--- config.mk ---
export PLATFORM = sky130hd
export DESIGN_NAME = ddr3_cmd_sched
export DESIGN_NICKNAME = d
export VERILOG_FILES = /design/src/rtl/ddr3_cmd_sched.sv
export SDC_FILE = /design/constraint.sdc
export NUM_CORES = 1
export LEC_CHECK = 0
export ABC_AREA = 1
export BUFFER_PORTS_ARGS = -buffer_cell sky130_fd_sc_hd__buf_2
export CAP_MARGIN = 20
export CORE_ASPECT_RATIO = 1.25
export CORE_MARGIN = 2
export CORE_UTILIZATION = 45
export CTS_CLUSTER_DIAMETER = 100
export DETAILED_ROUTE_END_ITERATION = 8
export HOLD_SLACK_MARGIN = 0.05
export PLACE_DENSITY_LB_ADDON = 0.08
export RECOVER_POWER = 25
export SETUP_SLACK_MARGIN = 0.15
export SLEW_MARGIN = 20
export SYNTH_ARGS = -nofsm -noshare
export SYNTH_HDL_FRONTEND = slang
export SYNTH_SLANG_ARGS = --single-unit
--- constraint.sdc ---
create_clock -name CPU_CLK -period 4 [get_ports CPU_CLK]
set_input_delay 0.2 -clock CPU_CLK [delete_from_list [all_inputs] [get_ports CPU_CLK]]
set_output_delay 0.2 -clock CPU_CLK [all_outputs]
set_load 0.1 [all_outputs]
--- src/rtl/ddr3_cmd_sched.sv ---
// DDR3 command scheduler: per-bank open-row tracking, ACT/PRE/RD/WR timing and periodic refresh.
// Defining DDR3_AUTO_PRECHARGE_EN selects closed-page (auto-precharge) policy; open-page otherwise.
module ddr3_cmd_sched #(
  parameter int T_RCD  = 5,
  parameter int T_RP   = 5,
  parameter int T_CCD  = 4,
  parameter int T_RFC  = 44,
  parameter int T_REFI = 780
) (
  input  logic        CPU_CLK,
  input  logic        RESET,
  input  logic        REQ_VALID,
  output logic        REQ_READY,
  input  logic        REQ_WE,
  input  logic [31:0] REQ_ADDR,
  output logic        CS_N,
  output logic        RAS_N,
  output logic        CAS_N,
  output logic        WE_N,
  output logic [2:0]  BA,
  output logic [14:0] MEM_ADDR,
  output logic        DONE
);

  typedef enum logic [2:0] {IDLE, PRE, ACT, RW, REFPRE, REF, WAIT} state_t;

  localparam logic [3:0] CMD_NOP = 4'b0111;
  localparam logic [3:0] CMD_ACT = 4'b0011;
  localparam logic [3:0] CMD_RD  = 4'b0101;
  localparam logic [3:0] CMD_WR  = 4'b0100;
  localparam logic [3:0] CMD_PRE = 4'b0010;
  localparam logic [3:0] CMD_REF = 4'b0001;

`ifdef DDR3_AUTO_PRECHARGE_EN
  localparam int   RW_GAP   = T_CCD + T_RP - 1;
  localparam logic AUTO_PRE = 1'b1;
`else
  localparam int   RW_GAP   = T_CCD - 1;
  localparam logic AUTO_PRE = 1'b0;
`endif

  // RW gap is one short of T_CCD: the IDLE cycle is the accept cycle of the next hit.
  localparam logic [7:0]  GAP_RCD  = 8'(T_RCD);
  localparam logic [7:0]  GAP_RP   = 8'(T_RP);
  localparam logic [7:0]  GAP_RFC  = 8'(T_RFC);
  localparam logic [7:0]  GAP_RW   = 8'(RW_GAP);
  localparam logic [15:0] REFI_TOP = 16'(T_REFI - 1);

  state_t      state, state_n, ret_state, ret_n;
  logic [7:0]  wait_cnt, wait_n, gap;
  logic        go, clr_pend;
  logic [15:0] ref_cnt;
  logic        ref_pending, refreshing;
  logic [7:0]  bank_open;
  logic [14:0] bank_row [8];

  logic        req_we;
  logic [2:0]  req_bank;
  logic [14:0] req_row;
  logic [9:0]  req_col;

  logic [2:0]  in_bank;
  logic [14:0] in_row;
  logic [9:0]  in_col;
  logic        accept, hit;
  logic [3:0]  cmd;
  logic        unused_addr;

  assign in_bank     = REQ_ADDR[15:13];
  assign in_row      = REQ_ADDR[30:16];
  assign in_col      = REQ_ADDR[12:3];
  assign unused_addr = ^{REQ_ADDR[31], REQ_ADDR[2:0]};

  assign REQ_READY = (state == IDLE) && !ref_pending && !RESET;
  assign accept    = REQ_VALID && REQ_READY;
  assign hit       = bank_open[in_bank] && (bank_row[in_bank] == in_row);

  always_comb begin
    state_n  = state;
    ret_n    = ret_state;
    wait_n   = wait_cnt;
    gap      = '0;
    go       = 1'b0;
    clr_pend = 1'b0;
    case (state)
      IDLE: begin
        if (ref_pending)
          state_n = (|bank_open) ? REFPRE : REF;
        else if (accept)
          state_n = hit ? RW : (bank_open[in_bank] ? PRE : ACT);
      end
      PRE:    begin go = 1'b1; gap = GAP_RP;  ret_n = ACT;  end
      ACT:    begin go = 1'b1; gap = GAP_RCD; ret_n = RW;   end
      RW:     begin go = 1'b1; gap = GAP_RW;  ret_n = IDLE; end
      REFPRE: begin go = 1'b1; gap = GAP_RP;  ret_n = REF;  end
      REF: begin
        go       = 1'b1;
        gap      = GAP_RFC;
        ret_n    = IDLE;
        clr_pend = (GAP_RFC <= 8'd1);
      end
      WAIT: begin
        if (wait_cnt <= 8'd1) begin
          state_n  = ret_state;
          clr_pend = refreshing;
        end else begin
          wait_n = wait_cnt - 8'd1;
        end
      end
      default: state_n = IDLE;
    endcase
    // A gap of one cycle (or none) goes straight to the follow-on state.
    if (go) begin
      if (gap <= 8'd1) begin
        state_n = ret_n;
      end else begin
        state_n = WAIT;
        wait_n  = gap - 8'd1;
      end
    end
  end

  always_ff @(posedge CPU_CLK) begin
    if (RESET) begin
      state       <= IDLE;
      ret_state   <= IDLE;
      wait_cnt    <= '0;
      ref_cnt     <= '0;
      ref_pending <= 1'b0;
      refreshing  <= 1'b0;
      bank_open   <= '0;
    end else begin
      state     <= state_n;
      ret_state <= ret_n;
      wait_cnt  <= wait_n;
      if (ref_cnt == REFI_TOP) ref_cnt <= '0;
      else                     ref_cnt <= ref_cnt + 16'd1;
      // A wrap landing on the clear cycle keeps the new refresh request.
      if (ref_cnt == REFI_TOP) ref_pending <= 1'b1;
      else if (clr_pend)       ref_pending <= 1'b0;
      if (state == REF)        refreshing <= 1'b1;
      else if (clr_pend)       refreshing <= 1'b0;
      case (state)
        ACT:     bank_open[req_bank] <= 1'b1;
        PRE:     bank_open[req_bank] <= 1'b0;
        RW:      if (AUTO_PRE) bank_open[req_bank] <= 1'b0;
        REF:     bank_open <= '0;
        default: ;
      endcase
    end
  end

  always_ff @(posedge CPU_CLK) begin
    if (state == ACT) bank_row[req_bank] <= req_row;
    if (accept) begin
      req_we   <= REQ_WE;
      req_bank <= in_bank;
      req_row  <= in_row;
      req_col  <= in_col;
    end
  end

  always_comb begin
    cmd      = CMD_NOP;
    BA       = '0;
    MEM_ADDR = '0;
    DONE     = 1'b0;
    if (!RESET) begin
      case (state)
        PRE: begin
          cmd = CMD_PRE;
          BA  = req_bank;
        end
        ACT: begin
          cmd      = CMD_ACT;
          BA       = req_bank;
          MEM_ADDR = req_row;
        end
        RW: begin
          cmd      = req_we ? CMD_WR : CMD_RD;
          BA       = req_bank;
          MEM_ADDR = {4'b0000, AUTO_PRE, req_col};
          DONE     = 1'b1;
        end
        REFPRE: begin
          cmd      = CMD_PRE;
          MEM_ADDR = 15'h0400;
        end
        REF:     cmd = CMD_REF;
        default: ;
      endcase
    end
  end

  assign {CS_N, RAS_N, CAS_N, WE_N} = cmd;

endmodule

# [Yosys cells after proc, flatten, opt, wreduce, memory -nomap -nowiden]
# Memories as Yosys holds them, arrays and structs flattened.
# Cells that the tools add are included.
[op_classes] reduce_logical=19 mux=37 n_eq_ne=11 n_lt_le_gt_ge=5 bitwise=3 addsub=3
[ops] op="case mux 15 bit (3 select lines)" n=1
[ops] op="two-way mux 8 bit" n=4
[ops] op="two-way mux 3 bit" n=8
[ops] op="case mux 3 bit (4 select lines)" n=2
[ops] op="case mux 8 bit (3 select lines)" n=1
[ops] op="case mux 6 bit (3 select lines)" n=1
[ops] op="adder 16 x 1 -> 16 bit (second input constant)" n=1
[ops] op="equality test 16 x 10 -> 1 bit (second input constant)" n=1
[ops] op="less-or-equal comparator 8 x 1 -> 1 bit (second input constant)" n=2
[ops] op="subtractor 8 x 1 -> 8 bit (second input constant)" n=2
[ops] op="equality test 15 bit" n=1
[ops] op="two-way mux 15 bit" n=1
[ops] op="two-way mux 1 bit" n=14
[ops] op="equality test 3 bit (second input constant)" n=3
[ops] op="case mux 3 bit (3 select lines)" n=1
[ops] op="bitwise AND 8 bit" n=1
[ops] op="< comparator 3 x 4 -> 1 bit (second input constant)" n=2
[ops] op="inverter 8 bit" n=1
[ops] op="bitwise OR 8 bit" n=1
[ops] op="OR reduction 8 bit" n=1
[ops] op="equality test 3 x 2 -> 1 bit (second input constant)" n=2
[ops] op="OR reduction 2 bit" n=3
[ops] op="OR reduction 3 bit" n=2
[ops] op="logical AND 1 bit" n=5
[ops] op="14 further kinds" n=17
[word_totals] mem_bits_rw=120 inputBits=36 regBits=69 out_inout_bits=24 n_memories=1 wordCells=90
[memory_table] name="bank_row" words=8 word_bits=15 read_ports=1 rd_clocked_by_memory_dff=0 write_ports=1 line_no="55" rtl="logic [14:0] bank_row [8];"

# [Logic depth before layout (Yosys ltp)]
# Gate-level depths: netlist of the first run.
[depth] depth_word=8 ltp_mapped=19 mapped_depth_nobuf=17

# [Least setup slack after synthesis of the first run]
# OpenSTA, ideal clock, no wires.
[synth_timing] kind="reg2out" startpoint="reg req_bank[0]" endpoint="out BA[0]" required_time_ns=3.800 arrival_ns=2.920 n_path_buf=1 slack_ns=0.880 stages_incl_launch_ff=4 cell_sequence="edfxtp_1 clkbuf_1 clkinv_1 nor3_1"
[synth_between] elab_chain_len=2
[synth_rtl] element="from (decl)" line_no="58" rtl="logic [2:0] req_bank;"
[synth_rtl] element="from (signal assigned)" line_no="157" rtl="req_bank <= in_bank;"
[synth_rtl] element="two-way mux 3 bit" line_no="169" rtl="case (state)"
[synth_rtl] element="two-way mux 3 bit" line_no="168" rtl="if (!RESET) begin"
[synth_rtl] element="to (decl)" line_no="20" rtl="output logic [2:0] BA,"
# Every way passes these cells.

# [Final worst setup path of the first run]
[layout_timing] startpoint="reg state[1]" endpoint="out WE_N"
[layout_between] elab_chain_len=4 word_cells_on_any_way=8 cone_classes="5 x eq/ne; 2 x mux; 1 x reduce/logical"
[layout_rtl] element="from (decl)" line_no="49" rtl="state_t state, state_n, ret_state, ret_n;"
[layout_rtl] element="from (signal assigned)" line_no="133" rtl="state <= state_n;"
[layout_rtl] element="equality test 3 bit or equality test 3 x 1 -> 1 bit (tied branches)" line_no="169"
[layout_rtl] element="OR reduction 2 bit (no source line)"
[layout_rtl] element="case mux 3 bit (4 select lines) *" line_no="169"
[layout_rtl] element="two-way mux 3 bit *" line_no="168"
[layout_rtl] element="to (decl)" line_no="19" rtl="output logic WE_N,"
# Every way passes the cells marked *; elsewhere a longest branch is shown, timed or not.

==> results of run 1 <==
==> sequential cells by signal, summed over array words and instances (netlist names) <==
signal,flops
bank_open,8
bank_row,120
ref_cnt,16
ref_pending,1
refreshing,1
req_bank,3
req_col,10
req_row,15
req_we,1
ret_state,3
state,3
wait_cnt,8
==> timing repair <==
| item | CTS | global route |
|---|---|---|
| endpoints found under the setup margin | 0 | 0 |
| hold endpoints to repair | 26 | 0 |
| hold buffers | 26 | 0 |
==> path summary, 6_finish.rpt <==
kind,from,endpoint,slack (ns),depth (start not counted)
worst max-delay path,state[1],WE_N,1.06,12
worst min-delay path,RESET,state[1],0.24,2
worst max register to register,state[1],wait_cnt[1],1.39,16
worst min register to register,refreshing,refreshing,0.45,2
==> critical path: cells and delay by family (launching register included) <==
family / cells / cell delay (ns)
buf+inv: 5 / 1.23
flops: 1 / 0.33
simple gates: 6 / 0.62
compound gates: 1 / 0.11
==> cells by family after synthesis <==
logic type,synth area share (%)
AO/OA/AOI/OAI,3.65
AND/OR/NAND/NOR,24.3
other,0.0443
buffers and inverters,7.74
flip-flops,62.3
adder cells (fa/ha/maj),0.886
XOR/XNOR,1.14
==> synthesized netlist by cell type (all sizes together), types with 5 or more instances <==
| library cell | instances | area (µm²) |
|---|---|---|
| xor2 | 7 | 61.3 |
| ha | 6 | 75.1 |
| clkinv | 5 | 18.8 |
| nor3 | 24 | 156 |
| a22oi | 10 | 75.1 |
| nor2 | 82 | 313 |
| dfxtp | 40 | 801 |
| buf | 25 | 161 |
| nand2 | 237 | 890 |
| inv | 116 | 438 |
| nand3 | 87 | 440 |
| clkbuf | 10 | 37.5 |
| nor4 | 21 | 138 |
| o21ai | 15 | 75.1 |
| a21oi | 14 | 73.8 |
| edfxtp | 149 | 4470 |
| nand3b | 8 | 60.1 |
==> stage by stage <==
step,util (%),cell area (µm²),hold WS (ns),setup slack [ns],power (mW)
2_1_floorplan,-,8470,0.299,0.880,2.86
5_1_grt,52.9,9860,0.273,0.826,4.97
3_3_place_gp,48.4,9020,0.377,1.40,3.04
6_report,52.9,9860,0.237,1.06,4.77
3_5_place_dp,48.4,9020,0.379,1.38,3.06
4_1_cts,53.0,9880,0.224,1.02,4.82
==> layout by cell type, fill, tap and decap left out, types with 17 or more instances in the layout <==
master,instances
sky130_fd_sc_hd__inv_1,109
sky130_fd_sc_hd__buf_4,17
sky130_fd_sc_hd__nand2_1,237
sky130_fd_sc_hd__clkbuf_16,17
sky130_fd_sc_hd__dfxtp_1,40
sky130_fd_sc_hd__nor2_1,80
sky130_fd_sc_hd__dlygate4sd3_1,26
sky130_fd_sc_hd__buf_2,37
sky130_fd_sc_hd__nor3_1,18
sky130_fd_sc_hd__clkbuf_1,19
sky130_fd_sc_hd__edfxtp_1,149
sky130_fd_sc_hd__nand3_1,86
==> cell type report <==
| type | count | area, µm² | area share [%] |
|---|---|---|---|
| multi-input combinational | 535 | 2590 | 26.3 |
| timing repair buffer | 98 | 641 | 6.50 |
| tap | 232 | 290 | 2.94 |
| sequential | 189 | 5280 | 53.5 |
| clock buffer | 18 | 429 | 4.35 |
| inverter | 121 | 457 | 4.63 |
| clock inverter | 14 | 175 | 1.78 |
==> where the power goes <==
| group | switching (mW) | total [mW] | leakage [nW] | internal (mW) |
|---|---|---|---|---|
| Sequential | 0.0713 | 2.30 | 1.67 | 2.23 |
| Combinational | 0.553 | 0.729 | 2.05 | 0.177 |
| Clock | 0.707 | 1.74 | 0.292 | 1.04 |
==> metal layers <==
layer / vias to the layer above / share of wire (%) / track usage [%]
met5: - / 0 / 0
met4: 0 / 1.8 / 6.91
met3: 29 / 3.2 / 3.13
met2: 124 / 53 / 39.2
met1: 2971 / 42 / 25.2
li1: 3068 / - / -
==> results.md, run 1 <==
| Item | Value | Unit |
|:---|:---|:---|
| Outcome | complete, but fails checks | - |
| Violated checks | capacitance limit, slew limit | - |
| Placed Instances | 1149 | - |
| Worst setup skew after layout | 0.0119 | ns |
| Asr flop ratio synth | 0 | % |
| Reg clk slew, reported paths | 0.06 | ns |
| Yosys warnings | 0 | - |
| Wire length per cell after detailed routing | 16.8 | µm |
| Vias/cell | 5.13 | - |
| Layout Area Growth over Synthesis | 16.4 | % |
| Number of inserted filler cells in the final layout | 1687 | - |
| Number of sinks on the clock net | 189 | - |
| DR pass1 iterations | 5 | - |
| Number of buffers between clock root and the deepest sink | 2 | - |
| TritonCTS clock tree | yes | - |
| Arrival time at the worst endpoint | 2.74 | ns |
| Register area share after synthesis | 62.3 | % |
| Critical Path End Type | primary output | - |
| Transition time at the pin with the least slew margin | 2.00 | ns |
| Clk Latency, worst-skew pair | 0.43 | ns |
| Core area | 18600 | µm² |
| Quantity of gates resized following cts | 0 | - |
| All-layer global routing usage | 21.1 | % |
| Largest net degree at the start of global routing | 62 | - |
| Post-DRT Antenna Nets | 0 | - |
| First-pass GRT wire length | 31800 | µm |
| Number of max-slew violations in the final report | 34 | - |
| Final worst path period need | 2.94 | ns |
| Final Instance Count excl. Fillers | 1207 | - |
| Yosys reg bits | 189 | - |
| CP max stage delay | 0.46 | ns |
| Number of remaining DRC errors | 0 | - |
| Critical path required time | 3.80 | ns |
| Clock tree root buffer cell | sky130_fd_sc_hd__clkbuf_16 | - |
| Sum of overflow across all layers after global routing | 0 | - |
| Cells after synthesis | 880 | - |
| Worst slew slack as a fraction of its limit | -33.3 | % |
| Most frequent cell on the critical path | sky130_fd_sc_hd__inv_1 | - |
| Final weighted congestion of routability-driven global placement | 0.813 | - |
| CTS buffer count | 17 | - |
| Height of the die | 157 | µm |
| Most used flip-flop cell after synthesis | sky130_fd_sc_hd__edfxtp_1 | - |
| Power density over the cells | 484 | nW/µm² |
| Initial Util | 45.4 | % |
| Net count after synthesis | 922 | - |
| Number of placement rows | 56 | - |
| Level count of the clock H-tree | 4 | - |
| Antenna violations before repair | 0 | - |
| VDD IR-drop max | 295 | µV |
| Number of synthesized flops with an enable pin | 149 | - |
| Post-CTS repair timing setup buffer count | 0 | - |
| Total of endpoints with negative setup slack in the final report | 0 | - |
| Leakage power total | 4.02 | nW |
| Final Hold Violating Endpoints | 0 | - |
| Yosys cell types | 40 | - |
| Type of the worst setup path | reg2out | - |
| Avg Inst Size Synth | 9.63 | µm² |
| Die X-Extent | 127 | µm |
| Number of maximum-capacitance violations | 1 | - |
| Antenna diode instance count | 0 | - |
| Achievable clock frequency | 0.340 | GHz |
| Crit path max fanout | 11 | - |
| Cell-by-cell trace of the critical path | inv_1 > nor2_1 > inv_1 > nor2_2 > inv_1 > nand2_1 > nor2_1 > nand2_1 > inv_1 > nor4_1 > o21ai_0 > buf_2 | - |
| Final nets | 1004 | - |
| Unrepaired setup endpoints after global routing | false | - |
| Via Count | 6192 | - |
| Combined area of all synthesized cells | 8470 | µm² |
| Fraction of layout cells with a size suffix above 1 | 11.4 | % |
| CP max-delay cell | sky130_fd_sc_hd__buf_2 | - |
| Setup crit start kind | flop | - |
| Worst hold-check path type | in2reg | - |
| Total routed wirelength | 20200 | µm |
| Floorplan die area | 19900 | µm² |
| DRT iter0 DRCs | 332 | - |
| Placed wire-length estimate after detailed placement | 12700 | µm |
| Number of global-route vias before repair | 6110 | - |
| Number of I/O pins | 60 | - |
| Port buffer count | 54 | - |
| Part of the cycle the worst path needs | 73.6 | % |
| Final sum of negative setup slack | 0 | ns |
(Power assumes the default switching activity.)
==> run 2, diff against run 1 <==
- clock period: 4 -> 3 ns (I/O delays scaled with it)
==> results.md, run 2 (same netlist as run 1, synthesis figures left out) <==
| Item | Value | Unit | Change |
|:---|:---|:---|:---|
| Height of the die | 157 | µm | unchanged |
| DR pass1 iterations | 5 | - | unchanged |
| Quantity of gates resized following cts | 0 | - | unchanged |
| Arrival time at the worst endpoint | 2.32 | ns | -0.42 ns |
| Sw Pwr | 1.79 | mW | +35% |
| CP max-delay cell | sky130_fd_sc_hd__buf_2 | - |  |
| Via Count | 6244 | - | +0.84% |
| Switching part of the total power | 28.9 | % | +1.1 points |
| First-pass GRT wire length | 32200 | µm | +1.2% |
| Total of endpoints with negative setup slack in the final report | 0 | - | unchanged |
| Number of maximum-capacitance violations | 0 | - | -1 |
| Worst hold-check path type | in2reg | - |  |
| Endpoint with the worst hold slack | state[1] | - |  |
| Number of inserted filler cells in the final layout | 1686 | - | -0.059% |
| Sum of overflow across all layers after global routing | 0 | - | unchanged |
| TritonCTS clock tree | yes | - |  |
| Worst slew slack as a fraction of its limit | 13.1 | % | +46 points |
| Clk Latency, worst-skew pair | 0.44 | ns | about the same |
| Number of sinks on the clock net | 189 | - | unchanged |
| All-layer global routing usage | 21.4 | % | +0.25 points |
| Final nets | 1008 | - | +0.40% |
| Outcome | completed | - |  |
| Post-DRT Antenna Nets | 0 | - | unchanged |
| Power density over the cells | 626 | nW/µm² | +29% |
| Worst setup skew after layout | 0.00716 | ns | -0.00472 ns |
| Number of placement rows | 56 | - | unchanged |
| Antenna violations before repair | 0 | - | unchanged |
| Number of max-slew violations in the final report | 0 | - | -100% |
| Register-to-register setup slack | 0.62 | ns | -0.77 ns |
| Commonest cells after routing, fill and taps aside | 237 x sky130_fd_sc_hd__nand2_1, 149 x sky130_fd_sc_hd__edfxtp_1, 109 x sky130_fd_sc_hd__inv_1, 86 x sky130_fd_sc_hd__nand3_1, 80 x sky130_fd_sc_hd__nor2_1 | - |  |
| VDD IR-drop max | 424 | µV | +44% |
| Number of global-route vias before repair | 6171 | - | +1.0% |
| Worst Reg2Reg Path Length in Cells | 13 | - | -3 |
| Vias/cell | 5.16 | - | +0.51% |
| Placed Instances | 1153 | - | +0.35% |
| Level count of the clock H-tree | 4 | - | unchanged |
| Placed wire-length estimate after detailed placement | 12700 | µm | +0.53% |
| CTS buffer count | 17 | - | unchanged |
| Clock tree root buffer cell | sky130_fd_sc_hd__clkbuf_16 | - |  |
| Number of buffers between clock root and the deepest sink | 2 | - | unchanged |
| Leakage power total | 4.04 | nW | +0.61% |
| Critical path required time | 2.85 | ns | -0.95 ns |
| Critical Path End Type | primary output | - |  |
| CP max stage delay | 0.44 | ns | -0.02 ns |
| Number of I/O pins | 60 | - | unchanged |
| Type of the worst setup path | reg2out | - |  |
| Initial Util | 45.4 | % | unchanged |
| Endpoint of the worst register-to-register path | wait_cnt[1] | - |  |
| Port buffer count | 54 | - | unchanged |
| Most frequent cell on the critical path | sky130_fd_sc_hd__nand2_1 | - |  |
| Utilization after layout | 53.0 | % | +0.15 points |
| Wire length per cell after detailed routing | 16.9 | µm | +0.94% |
| Cell-by-cell trace of the critical path | nor2_1 > nand2_1 > nand2_1 > nor2_1 > nand2_1 > inv_1 > nor4_1 > o21ai_1 > buf_2 | - |  |
| Die X-Extent | 127 | µm | unchanged |
| Internal power | 4.40 | mW | +28% |
| Biggest registers after layout | bank_row (120), ref_cnt (16), req_row (15) | - |  |
| Total routed wirelength | 20500 | µm | +1.3% |
| Final sum of negative setup slack | 0 | ns | unchanged |
| Final weighted congestion of routability-driven global placement | 0.834 | - | +2.6% |
| Floorplan die area | 19900 | µm² | unchanged |
| Achievable clock frequency | 0.404 | GHz |  |
| Final Instance Count excl. Fillers | 1211 | - | +0.33% |
| Most common cell after layout, fill and taps aside | sky130_fd_sc_hd__nand2_1 | - |  |
| Antenna diode instance count | 0 | - | unchanged |
| Number of instances on the worst hold path | 2 | - | unchanged |
| Final worst path period need | 2.47 | ns |  |
| Max reg flops | 120 | - | unchanged |
| Reg clk slew, reported paths | 0.06 | ns | about the same |
| Unrepaired setup endpoints after global routing | false | - |  |
| Final Hold Violating Endpoints | 0 | - | unchanged |
| Part of the cycle the worst path needs | 82.4 | % |  |
| Fraction of layout cells with a size suffix above 1 | 12.5 | % | +1.1 points |
| Number of remaining DRC errors | 0 | - | unchanged |
| DRT iter0 DRCs | 490 | - | +48% |
| Comb power frac | 16.1 | % | +0.8 points |
| Worst flop-to-flop path startpoint | state[0] | - |  |
| Transition time at the pin with the least slew margin | 1.30 | ns | -0.696 ns |
| Launch point of the worst hold path | RESET | - |  |
| Layout Area Growth over Synthesis | 16.7 | % |  |
| Crit path max fanout | 5 | - | -6 |
| Power share of the sequential group | 49.5 | % | +1.3 points |
| Clock network power share | 34.3 | % | -2.2 points |
| Largest net degree at the start of global routing | 69 | - | +11% |
| Setup crit start kind | flop | - |  |
| Register name with the most flops | bank_row | - |  |
| Core area | 18600 | µm² | unchanged |
run 2: power groups by stage:
stage          sequential (mW)  combinational [mW]  clock [mW]
2_1_floorplan             3.08               0.732           0
3_3_place_gp              3.12               0.967           0
3_5_place_dp              3.12               0.977           0
4_1_cts                   3.07                1.01        2.17
5_1_grt                   3.08                1.09        2.25
6_report                  3.07               0.999        2.13
run 2: stage by stage:
| stage | setup slack, ns | power, mW | hold slack [ns] | instance area, µm² |
|---|---|---|---|---|
| global route | 0.268 | 6.42 | 0.278 | 9890 |
| finish | 0.527 | 6.19 | 0.243 | 9890 |
| global placement | 0.710 | 4.08 | 0.327 | 9090 |
| CTS | 0.490 | 6.25 | 0.228 | 9910 |
| detailed placement | 0.651 | 4.10 | 0.328 | 9090 |
| floorplan | 0.0878 | 3.82 | 0.249 | 8490 |
run 2: timing repair:
item,in CTS,in global routing
buffers inserted,0,0
hold endpoints to repair,26,0
hold buffers,26,0
run 2: per-layer routing:
metal  up-vias  GRT usage [%]  share of wire [%]
met2       157           37.8                 50
li1       3085              -                  -
met3        37           3.43                4.0
met1      2965           26.2                 43
met5         -              0                  0
met4         0           8.63                2.4
run 2: critical path: cells and delay by family, from the launching register on:
family	cells	cell delay, ns
compound gates	1	0.11
flops	1	0.43
simple gates	6	0.72
buf+inv	2	0.63
run 2: final cells by class:
class / instances / area, µm² / area share (%)
Sequential cell: 189 / 5280 / 53.4
Clock inverter: 9 / 60.1 / 0.608
Timing Repair Buffer: 102 / 698 / 7.06
Inverter: 121 / 457 / 4.62
Multi-Input combinational cell: 535 / 2610 / 26.4
Clock buffer: 23 / 499 / 5.05
Tap cell: 232 / 290 / 2.94
run 2: worst max-delay path by stage:
stage	slack (ns)	cells after the start	end	start
4_1_cts	0.49	9	WE_N	state[0]
3_5_place_dp	0.65	13	wait_cnt[1]	state[0]
3_3_place_gp	0.71	13	wait_cnt[1]	state[0]
2_1_floorplan	0.09	3	bank_row[4][0]	req_bank[2]
5_1_grt	0.27	9	WE_N	state[0]
6_report	0.53	9	WE_N	state[0]
